<file path="config.mk">
export PLATFORM = sky130hd
export DESIGN_NAME = button_gesture
export DESIGN_NICKNAME = d
export VERILOG_FILES = /design/src/rtl/button_gesture_pkg.sv /design/src/rtl/button_gesture_edge_detect.sv /design/src/rtl/button_gesture.sv
export SDC_FILE = /design/constraint.sdc
export NUM_CORES = 1
export LEC_CHECK = 0
export BUFFER_PORTS_ARGS = -buffer_cell sky130_fd_sc_hd__buf_4
export CORE_MARGIN = 8
export CORE_UTILIZATION = 30
export CTS_BUF_LIST = sky130_fd_sc_hd__clkbuf_2
export CTS_CLUSTER_DIAMETER = 150
export DETAILED_ROUTE_END_ITERATION = 12
export SYNTH_ARGS = -nofsm -noshare
export SYNTH_HDL_FRONTEND = slang
export SYNTH_SLANG_ARGS = --single-unit
export TNS_END_PERCENT = 5
</file>
<file path="constraint.sdc">
create_clock -name i_clk -period 1.7 [get_ports i_clk]
set_input_delay 0 -clock i_clk [delete_from_list [all_inputs] [get_ports i_clk]]
set_output_delay 0 -clock i_clk [all_outputs]
set_load 0.005 [all_outputs]
</file>
<file path="src/rtl/button_gesture_pkg.sv">
// Shared timing constants for the button front end (debouncer and gesture decoder).
// Every cycle count is derived from the single system clock frequency.
package button_gesture_pkg;

  localparam int CLK_HZ              = 25_000_000;
  localparam int DEFAULT_LONG_CLKS   = CLK_HZ / 2;   // 500 ms
  localparam int DEFAULT_GAP_CLKS    = CLK_HZ / 4;   // 250 ms
  localparam int DEFAULT_REPEAT_CLKS = CLK_HZ / 10;  // 100 ms

  function automatic int max3(input int a, input int b, input int c);
    int m;
    m = (a > b) ? a : b;
    return (m > c) ? m : c;
  endfunction

endpackage

</file>
<file path="src/rtl/button_gesture_edge_detect.sv">
// Edge detector for a synchronous level: combinational rise/fall for same-cycle
// decisions, plus registered rise/fall pulses and a registered copy of the level.
module button_gesture_edge_detect (
  input  logic clk,
  input  logic rst_n,
  input  logic din,
  output logic rise,
  output logic fall,
  output logic rise_q,
  output logic fall_q,
  output logic level
);

  logic r_prev;

  assign rise  = din & ~r_prev;
  assign fall  = ~din & r_prev;
  assign level = r_prev;

  // NOTE: sequential state uses <= so every register samples pre-edge values.
  always_ff @(posedge clk or negedge rst_n) begin
    if (!rst_n) begin
      r_prev <= 1'b0;
      rise_q <= 1'b0;
      fall_q <= 1'b0;
    end else begin
      r_prev <= din;
      rise_q <= rise;
      fall_q <= fall;
    end
  end

endmodule

</file>
<file path="src/rtl/button_gesture.sv">
// Button gesture decoder: turns a debounced level into press/release/single/
// double/long/repeat pulses plus a held level, using one shared cycle counter.
module button_gesture
  import button_gesture_pkg::*;
#(
  parameter int LONG_CLKS   = DEFAULT_LONG_CLKS,
  parameter int GAP_CLKS    = DEFAULT_GAP_CLKS,
  parameter int REPEAT_CLKS = DEFAULT_REPEAT_CLKS
) (
  input  logic i_clk,
  input  logic i_rst_n,
  input  logic i_clean,
  output logic o_press,
  output logic o_release,
  output logic o_single,
  output logic o_double,
  output logic o_long,
  output logic o_repeat,
  output logic o_held
);

  localparam int CNT_W = $clog2(max3(LONG_CLKS, GAP_CLKS, REPEAT_CLKS));
  localparam logic [CNT_W-1:0] LONG_LAST   = CNT_W'(LONG_CLKS - 1);
  localparam logic [CNT_W-1:0] GAP_LAST    = CNT_W'(GAP_CLKS - 1);
  localparam logic [CNT_W-1:0] REPEAT_LAST = CNT_W'(REPEAT_CLKS - 1);

  typedef enum logic [2:0] {
    S_IDLE,
    S_PRESS1,
    S_WAIT2,
    S_PRESS2,
    S_LONG
  } state_t;

  state_t           state;
  logic [CNT_W-1:0] r_cnt;
  logic             rise;
  logic             fall;

  button_gesture_edge_detect u_edge (
    .clk    (i_clk),
    .rst_n  (i_rst_n),
    .din    (i_clean),
    .rise   (rise),
    .fall   (fall),
    .rise_q (o_press),
    .fall_q (o_release),
    .level  (o_held)
  );

  // The counter only runs in timed states, so it never wraps: every compare
  // value is reached before the count could overflow.
  always_ff @(posedge i_clk or negedge i_rst_n) begin
    if (!i_rst_n) begin
      state    <= S_IDLE;
      r_cnt    <= '0;
      o_single <= 1'b0;
      o_double <= 1'b0;
      o_long   <= 1'b0;
      o_repeat <= 1'b0;
    end else begin
      o_single <= 1'b0;
      o_double <= 1'b0;
      o_long   <= 1'b0;
      o_repeat <= 1'b0;
      case (state)
        S_IDLE: begin
          r_cnt <= '0;
          if (rise) state <= S_PRESS1;
        end
        S_PRESS1: begin
          if (fall) begin
            state <= S_WAIT2;
            r_cnt <= '0;
          end else if (r_cnt == LONG_LAST) begin
            o_long <= 1'b1;
            state  <= S_LONG;
            r_cnt  <= '0;
          end else begin
            r_cnt <= r_cnt + 1'b1;
          end
        end
        S_WAIT2: begin
          // A rise on the timeout cycle still counts as a double click.
          if (rise) begin
            o_double <= 1'b1;
            state    <= S_PRESS2;
            r_cnt    <= '0;
          end else if (r_cnt == GAP_LAST) begin
            o_single <= 1'b1;
            state    <= S_IDLE;
            r_cnt    <= '0;
          end else begin
            r_cnt <= r_cnt + 1'b1;
          end
        end
        S_PRESS2: begin
          r_cnt <= '0;
          if (fall) state <= S_IDLE;
        end
        S_LONG: begin
          // Release wins over a coincident repeat tick.
          if (fall) begin
            state <= S_IDLE;
            r_cnt <= '0;
          end else if (r_cnt == REPEAT_LAST) begin
            o_repeat <= 1'b1;
            r_cnt    <= '0;
          end else begin
            r_cnt <= r_cnt + 1'b1;
          end
        end
        default: begin
          state <= S_IDLE;
          r_cnt <= '0;
        end
      endcase
    end
  end

endmodule

</file>
## After elaboration in Yosys (flattened, before gate mapping)

Index checks and enable logic that the tools add are counted.

- Flip-flop bits (word level): 34
- Word-level logic and storage cells: 53
- Input bits: 3

- $add $sub $neg: 1
- Equal/unequal tests: 11
- Reductions and logical operators: 3
- Muxes and demuxes: 25
- Bitwise logic cells: 4

Operators by type and width:

| cell | number |
|---|---|
| $mux 24 | 6 |
| $pmux 24 s3 | 1 |
| $add 24x1->24 const B | 1 |
| $eq 24x22->1 const B | 1 |
| $eq 24x23->1 const B | 1 |
| $eq 24x24->1 const B | 1 |
| $mux 3 | 6 |
| $pmux 3 s4 | 1 |
| $mux 1 | 11 |
| $eq 3x2->1 const B | 2 |
| $ne 3x2->1 const B | 2 |
| $ne 2x1->1 const B | 2 |
| $reduce_and 4->1 | 1 |
| $eq 3x1->1 const B | 1 |
| $eq 3x3->1 const B | 1 |
| $logic_not 3->1 | 1 |
| $and 1x1->1 | 2 |
| $not 1->1 | 2 |
| $reduce_or 2->1 | 1 |

## Depth between registers and ports, before layout

Gate-level depths: netlist (run 1).

- Depth in word-level cells: 4
- Gate-level depth with buffers: 7
- Depth with buffers taken out: 6

## Cells and area by module

A second synthesis (run 1) with hierarchy kept.

- Cells, all modules: 179
- Area total of the unflattened synthesis: 1869.3 µm²

By module, submodules not included:

| module | instances | area an instance (µm²) | cells each |
|---|---|---|---|
| button_gesture | 1 | 1779.2 | 174 |
| button_gesture_edge_detect | 1 | 90.1 | 5 |

## Worst setup path before layout (run 1)

No wires, ideal clock.

- Path type: flip-flop to flip-flop
- Start: register r_cnt[7]
- End: register r_cnt[2]
- Library setup time: 0.119 ns
- Slack: -0.188 ns
- Cell stages (with the launch flop): 8
- Period minus slack after synthesis: 1.888 ns
- Path buffers: 2
- Data arrival time: 1.770 ns
- Cells stage by stage: dfrtp_1 -> buf_6 -> or4_1 -> nor4_2 -> a21o_1 -> o221a_4 -> buf_8 -> nor2_1

- Word-level cells in the longest chain between the ends: 4
- Elaborated cells between the ends (all ways): 10
- Those cells by class: eq/ne: 3; mux: 7

RTL lines:

| item | RTL line | source |
|---|---|---|
| from (decl) | button_gesture.sv:36 | `logic [CNT_W-1:0] r_cnt;` |
| from (signal assigned) | button_gesture.sv:80 | `r_cnt <= r_cnt + 1'b1;` |
| from (signal assigned) | button_gesture.sv:94 | `r_cnt <= r_cnt + 1'b1;` |
| from (signal assigned) | button_gesture.sv:110 | `r_cnt <= r_cnt + 1'b1;` |
| $eq 24x22->1 (tied with other cells) | button_gesture.sv:106 | `end else if (r_cnt == REPEAT_LAST) begin` |
| $mux 24, on equally long branches | button_gesture.sv:106, button_gesture.sv:75, button_gesture.sv:89 |  |
| $mux 24, on equally long branches | button_gesture.sv:103, button_gesture.sv:72, button_gesture.sv:85 |  |
| $pmux 24 s3 * | button_gesture.sv:66 | `case (state)` |

Every way passes the cells marked *; elsewhere a longest branch is shown, timed or not.
A chain may end at the register's enable or synchronous reset.

## Final worst setup path (run 1)

- Start: register r_cnt[23]
- End: register r_cnt[15]

Same word-level chain as after synthesis.

==> impl_metrics.py, run 1 <==
metrics = {
    "cells_and_area": {
        "drive_gt1_frac": 0.2670,
        "final_common_cell": "buf_4",
        "syn_to_final_growth_pct": 27.66,
        "nNetsFinal": 209,
        "layout_common_cells": "buf_4 (35), dfrtp_1 (34), nor2_1 (27)",
        "utilization": 0.3918,
        "diodes": 0,
        "final_cells": 278,
    },
    "global_routing": {
        "grt_overflow": 0,
        "antenna_found_initial": 0,
        "gr-usage-all-layers": 0.09777,
        "grt_max_degree": 35,
        "grt_pass1_vias": 1368,
        "grt_pass1_wl_mm": 6.499,
    },
    "clock_network": {
        "htreeDepth": 2,
        "numClockSinks": 34,
        "cts_buffer_depth": 2,
        "clkSlewWorstSetupHoldPaths_ns": 0.17,
        "cts_tree": "yes",
        "cts_buffers": 5,
        "post_cts_buffers": 0,
        "clock_latency_ns": 0.38,
        "ctsRootBufferMaster": "clkbuf_2",
    },
    "power_and_ir_drop": {
        "p_leak_nw": 0.9460,
        "seq_power_share": 0.570,
        "ir_drop_mv": 0.3035,
        "p_int_w": 0.001089,
        "p_clk_frac": 0.239,
        "p_switching_w": 0.0004431,
        "swShare": 0.2892,
        "combPwrFrac": 0.191,
        "totalPowerFinal_w": 0.001532,
        "powerDensity_mw_per_mm2": 719.1,
    },
    "placed_design": {
        "portBuffers": 9,
        "dp.cells": 265,
        "dp_hpwl_mm": 2.503,
        "place_congestion": 0.8014,
    },
    "critical_path": {
        "critPathMaxFanout": 6,
        "slowest_delay_ns": 0.56,
        "path_cells": "or4_4 > nor4_4 > a21o_1 > o221a_4 > nor2_1",
        "start_kind": "flip-flop",
        "worstReg2RegStart": "r_cnt[23]",
        "timing.rr.end": "r_cnt[15]",
        "cp_data_arrival_time_ns": 2.22,
        "critPathSlowestCell": "or4_4",
        "cp-end-kind": "flip-flop",
        "cp.required_ns": 1.98,
        "reg2reg_slack_ns": -0.24,
        "worstSetupPathType": "flip-flop to flip-flop",
        "ff2ff_path_depth": 5,
    },
    "floorplan": {
        "chipWidth_microns": 90.59,
        "rows": 27,
        "ios": 10,
        "start_util": 0.3069,
        "dieArea_sq_mm": 0.008207,
        "coreArea_sq_mm": 0.005439,
        "fp.dieH_microns": 90.59,
    },
    "yosys": {
        "ys_seq_area_frac": 0.5097,
        "synth_top_cell_by_area": "dfrtp_1",
        "async_flop_share": 1.000,
        "synth_area_leaders": "dfrtp_1 (51%), xor2_1 (8.9%), nor2_1 (6.1%), nand4_1 (3.4%), and3_1 (3.0%)",
        "yosysWarningCount": 0,
        "syn_inst": 161,
        "dominantRegCellSynth": "dfrtp_1",
        "synthDistinctLibCells": 32,
        "synth_edf_count": 0,
        "ys_seq_elements": 34,
        "postSynthAreaPerCell_sq_um": 10.37,
        "synth_top_area_frac": 0.5097,
        "synth_fp_nets": 165,
        "synthesis.area_sq_mm": 0.001669,
    },
    "timing": {
        "finalWorstSetupSlack_ns": -0.2400,
        "setup_viol": 25,
        "fin_skew_ns": 0.01064,
        "tns_ns": -5.319,
        "slew_violations": 0,
        "hold_violations": 0,
        "relSlewSlack": 0.7149,
        "period_minus_slack_ns": 1.940,
        "worst_slew_pin_slew_ns": 0.4260,
        "timing.final.crit_share": 1.141,
        "max_freq_mhz": 515.5,
        "rsz0062_at_grt": "true",
        "fin_hold_ws_ns": 0.08072,
    },
    "job": {
        "maxCapViolations": 0,
    },
    "detailed_routing": {
        "vias_per_cell": 4.928,
        "first_iter_violations": 114,
        "dr_total_vias": 1370,
        "ant_nets": 0,
        "routedWlPerCell_microns": 14.22,
        "first_pass_iters": 4,
        "routed_wl_mm": 3.952,
        "drc": 0,
    },
    "outcome": {
        "violations": "negative setup slack",
        "status": "finished with violations",
    },
    "min_path": {
        "hold_class": "input pin to async pin",
    },
}
area by class of cell:
cell class | count | area [sq um]
fillers | 544 | 3308
multi-input cells | 124 | 857.1
flip-flops and latches | 34 | 850.8
repair buffers | 37 | 282.8
well taps | 72 | 90.09
clock buffers | 6 | 30.03
inverters | 3 | 11.26
clock inverters | 2 | 8.758
timing repair:
item,in CTS,in global routing
gates cloned,1,2
resized for setup,4,7
endpoints found under the hold margin,36,0
setup endpoints to repair,26,26
hold buffers,2,0
pin swaps,1,2
metrics by stage:
step	instance area (sq um)	setup slack (ns)
floorplan	1673	-0.1131
global placement	1984	-0.1633
detailed placement	1984	-0.2105
CTS	2069	-0.1933
global route	2131	-0.3137
finish	2131	-0.2400
flip-flops by register name, indices dropped and copies added (netlist names):
register       cells
r_cnt             24
state              3
o_double           1
o_long             1
o_repeat           1
o_single           1
u_edge.fall_q      1
u_edge.level       1
u_edge.rise_q      1
synth_stat cells (2+ instances only):
master and n:
xnor2_1 5, nor3_1 6, xor2_1 17, nor2_1 27
dfrtp_1 34, and3_1 8, nand3_1 10, and4_1 2
nand2_1 12, buf_8 2, nor2b_1 5, or4_1 2
inv_1 3, nor4bb_1 2, nand4_1 9
layer usage:
metal	up-vias	track usage	wire length (microns)
met5	-	0	0
met4	0	0.05270	113
met3	14	0.03242	160
met2	20	0.1425	1780
met1	667	0.1241	1898
li1	669	-	-
how the worst max path moves through the flow:
stage,from,to,slack [ns],cells after the start
2_1_floorplan,r_cnt[5],r_cnt[7],-0.11,6
3_3_place_gp,r_cnt[21],r_cnt[21],-0.16,5
3_5_place_dp,r_cnt[21],r_cnt[13],-0.21,5
4_1_cts,r_cnt[21],r_cnt[13],-0.19,5
5_1_grt,r_cnt[8],r_cnt[14],-0.31,5
6_report,r_cnt[23],r_cnt[15],-0.24,5
power by group through the flow:
stage	clock network, W	registers (W)	logic [W]
finish	0.000367	0.000873	0.000293
CTS	0.000384	0.000870	0.000245
floorplan	0	0.000884	0.000154
global route	0.000427	0.000878	0.000317
detailed placement	0	0.000885	0.000209
global placement	0	0.000883	0.000206
cells by family (layout without fill, tap and decap cells):
family                     count (synthesis)  after routing  share of synthesized area
and+or+nand+nor                           93             93                     0.3059
DFF                                       34             34                     0.5097
xor gates and xnor gates                  22             22                     0.1154
buffers and inverters                      6             48                    0.03148
AOI/OAI and AO/OA                          5              8                    0.02999
adders and majority gates                  1              1                   0.007495
worst max-delay path, delay by kind of cell (launching register included):
kind	cells	cell delay, ns
and+or+nand+nor	3	0.86
AOI/OAI and AO/OA	2	0.57
DFF	1	0.41
Power figures use the tool's default switching activity.
==> run 2, diff against run 1 <==
==> constraint.sdc (replaced) <==
create_clock -name i_clk -period 1.7 [get_ports i_clk]
set_input_delay 0.425 -clock i_clk [delete_from_list [all_inputs] [get_ports i_clk]]
set_output_delay 0.425 -clock i_clk [all_outputs]
set_load 0.005 [all_outputs]
==> run 2 against run 1 <==
- the flow still finishes with violations (negative setup slack)
- worst setup slack better by 0.094 ns
- sequential cell count unchanged
- register-to-register slack better by 0.09 ns
- critical path depth up 1
- critical endpoint is now r_cnt[7]
- highest routed layer unchanged
==> impl_metrics.py, run 2 (synthesis gave the netlist of run 1 again) <==
metrics = {
    "outcome": {
        "status": "finished with violations",
        "violations": "negative setup slack",
    },
    "detailed_routing": {
        "drc": 0,
        "ant_nets": 0,
        "first_pass_iters": 4,
        "routedWlPerCell_microns": 12.47,
        "routed_wl_mm": 3.480,
        "first_iter_violations": 59,
        "vias_per_cell": 4.681,
        "dr_total_vias": 1306,
    },
    "power_and_ir_drop": {
        "ir_drop_mv": 0.3133,
        "p_leak_nw": 0.9637,
        "powerDensity_mw_per_mm2": 720.4,
    },
    "cells_and_area": {
        "final_area_sq_mm": 0.002126,
        "fillCellCount": 529,
        "top_register": "r_cnt",
        "largest_register_ffs": 24,
        "nNetsFinal": 210,
        "top_regs": "r_cnt: 24 flops, state: 3 flops",
        "drive_gt1_frac": 0.2754,
        "syn_to_final_growth_pct": 27.36,
        "layout_common_cells": "buf_4 (38), dfrtp_1 (34), nor2_1 (27)",
        "diodes": 0,
        "final_common_cell": "buf_4",
    },
    "global_routing": {
        "gr-usage-all-layers": 0.09442,
        "grt_pass1_vias": 1411,
        "grt_overflow": 0,
        "antenna_found_initial": 0,
        "grt_max_degree": 35,
        "grt_pass1_wl_mm": 6.396,
    },
    "clock_network": {
        "clkSlewWorstSetupHoldPaths_ns": 0.18,
        "clock_latency_ns": 0.37,
        "ctsRootBufferMaster": "clkbuf_2",
        "cts_tree": "yes",
        "htreeDepth": 2,
        "cts_buffer_depth": 2,
        "numClockSinks": 34,
        "cts_buffers": 5,
        "post_cts_buffers": 0,
    },
    "min_path": {
        "whs_path_depth": 2,
        "hold_class": "input pin to flip-flop",
    },
    "floorplan": {
        "start_util": 0.3069,
        "dieArea_sq_mm": 0.008207,
        "fp.dieH_microns": 90.59,
        "chipWidth_microns": 90.59,
        "coreArea_sq_mm": 0.005439,
        "rows": 27,
        "ios": 10,
    },
    "placed_design": {
        "place_congestion": 0.8257,
        "placed_cell_area_sq_mm": 0.002047,
        "portBuffers": 9,
        "dp_hpwl_mm": 2.488,
    },
    "timing": {
        "max_freq_mhz": 541.8,
        "hold_violations": 0,
        "timing.final.crit_share": 1.086,
        "finalWorstSetupSlack_ns": -0.1459,
        "tns_ns": -3.069,
        "worst_slew_pin_slew_ns": 0.4262,
        "rsz0062_at_grt": "true",
        "slew_violations": 0,
        "setup_viol": 25,
        "relSlewSlack": 0.7159,
        "fin_skew_ns": 0.02551,
        "period_minus_slack_ns": 1.846,
    },
    "critical_path": {
        "cp.required_ns": 1.95,
        "cp-end-kind": "flip-flop",
        "cp_data_arrival_time_ns": 2.10,
        "worstSetupPathType": "flip-flop to flip-flop",
        "critPathMaxFanout": 11,
        "start_kind": "flip-flop",
        "ff2ff_path_depth": 6,
    },
    "job": {
        "maxCapViolations": 0,
    },
}
==> run 2: changes by cell type in the layout (fill, tap and decap cells not counted) <==
cell           change
ha_1               +1
nor3_2             +1
buf_4              +3
dlygate4sd3_1      -1
buf_12             +2
nor3_1             -1
o221a_4            -3
ha_2               -1
==> run 2: metrics by stage <==
stage | utilization | instances | power (W) | setup slack (ns) | hold WS, ns
after floorplan | - | 161 | 0.001038 | -0.1131 | 0.1294
after global placement | 0.3764 | 270 | 0.001161 | -0.2225 | 0.3985
after detailed placement | 0.3764 | 270 | 0.001166 | -0.2615 | 0.4021
after CTS | 0.3876 | 279 | 0.001548 | -0.1556 | 0.2306
after global routing | 0.3908 | 279 | 0.001629 | -0.2443 | 0.2102
final | 0.3908 | 279 | 0.001532 | -0.1459 | 0.2490
==> run 2: worst max-delay path, cell delays in order (launching register included) <==
cell and delay, ns:
dfrtp_1 0.42, or4_4 0.55, nor4_4 0.24, a21o_1 0.16, o221a_4 0.21, buf_12 0.13, nor2_1 0.04
==> run 2: repair_timing <==
| item | 4_1_cts | 5_1_grt |
|---|---|---|
| pin swaps | 3 | 0 |
| gates cloned | 0 | 0 |
| hold buffers | 1 | 0 |
| endpoints found under the setup margin | 26 | 26 |
| hold endpoints to repair | 34 | 0 |
| gates resized for setup | 4 | 3 |
==> run 2: worst paths after layout <==
kind	slack, ns	endpoint	startpoint
max	-0.15	r_cnt[7]	r_cnt[7]
min	0.25	u_edge.level	i_clean
max reg2reg	-0.15	r_cnt[7]	r_cnt[7]
min reg2reg	0.55	r_cnt[0]	r_cnt[0]
max in group asynchronous	0.86	o_repeat	i_rst_n
min in group asynchronous	0.52	r_cnt[23]	i_rst_n
==> run 2: report_power, final <==
group / switching [W] / total (W) / internal, W
logic: 0.000132 / 0.000293 / 0.000161
registers: 0.0000293 / 0.000871 / 0.000842
clock network: 0.000266 / 0.000367 / 0.000101
total: 0.000427 / 0.00153 / 0.00110
==> run 2: area by class of cell <==
type                            instances  area, sq um  area share
Sequential cell                        34        850.8      0.4002
Multi-Input combinational cell        121        799.5      0.3761
Timing Repair Buffer                   41        335.3      0.1577
Tap cell                               72        90.09     0.04238
Clock buffer                            6        30.03     0.01413
Inverter                                3        11.26    0.005297
Clock inverter                          2        8.758    0.004120
==> run 2: per-layer routing <==
metal	track usage	vias up	routed length, microns
li1	-	656	-
met1	0.1160	616	1632
met2	0.1498	25	1614
met3	0.02826	9	169
met4	0.03883	0	64
met5	0	-	0
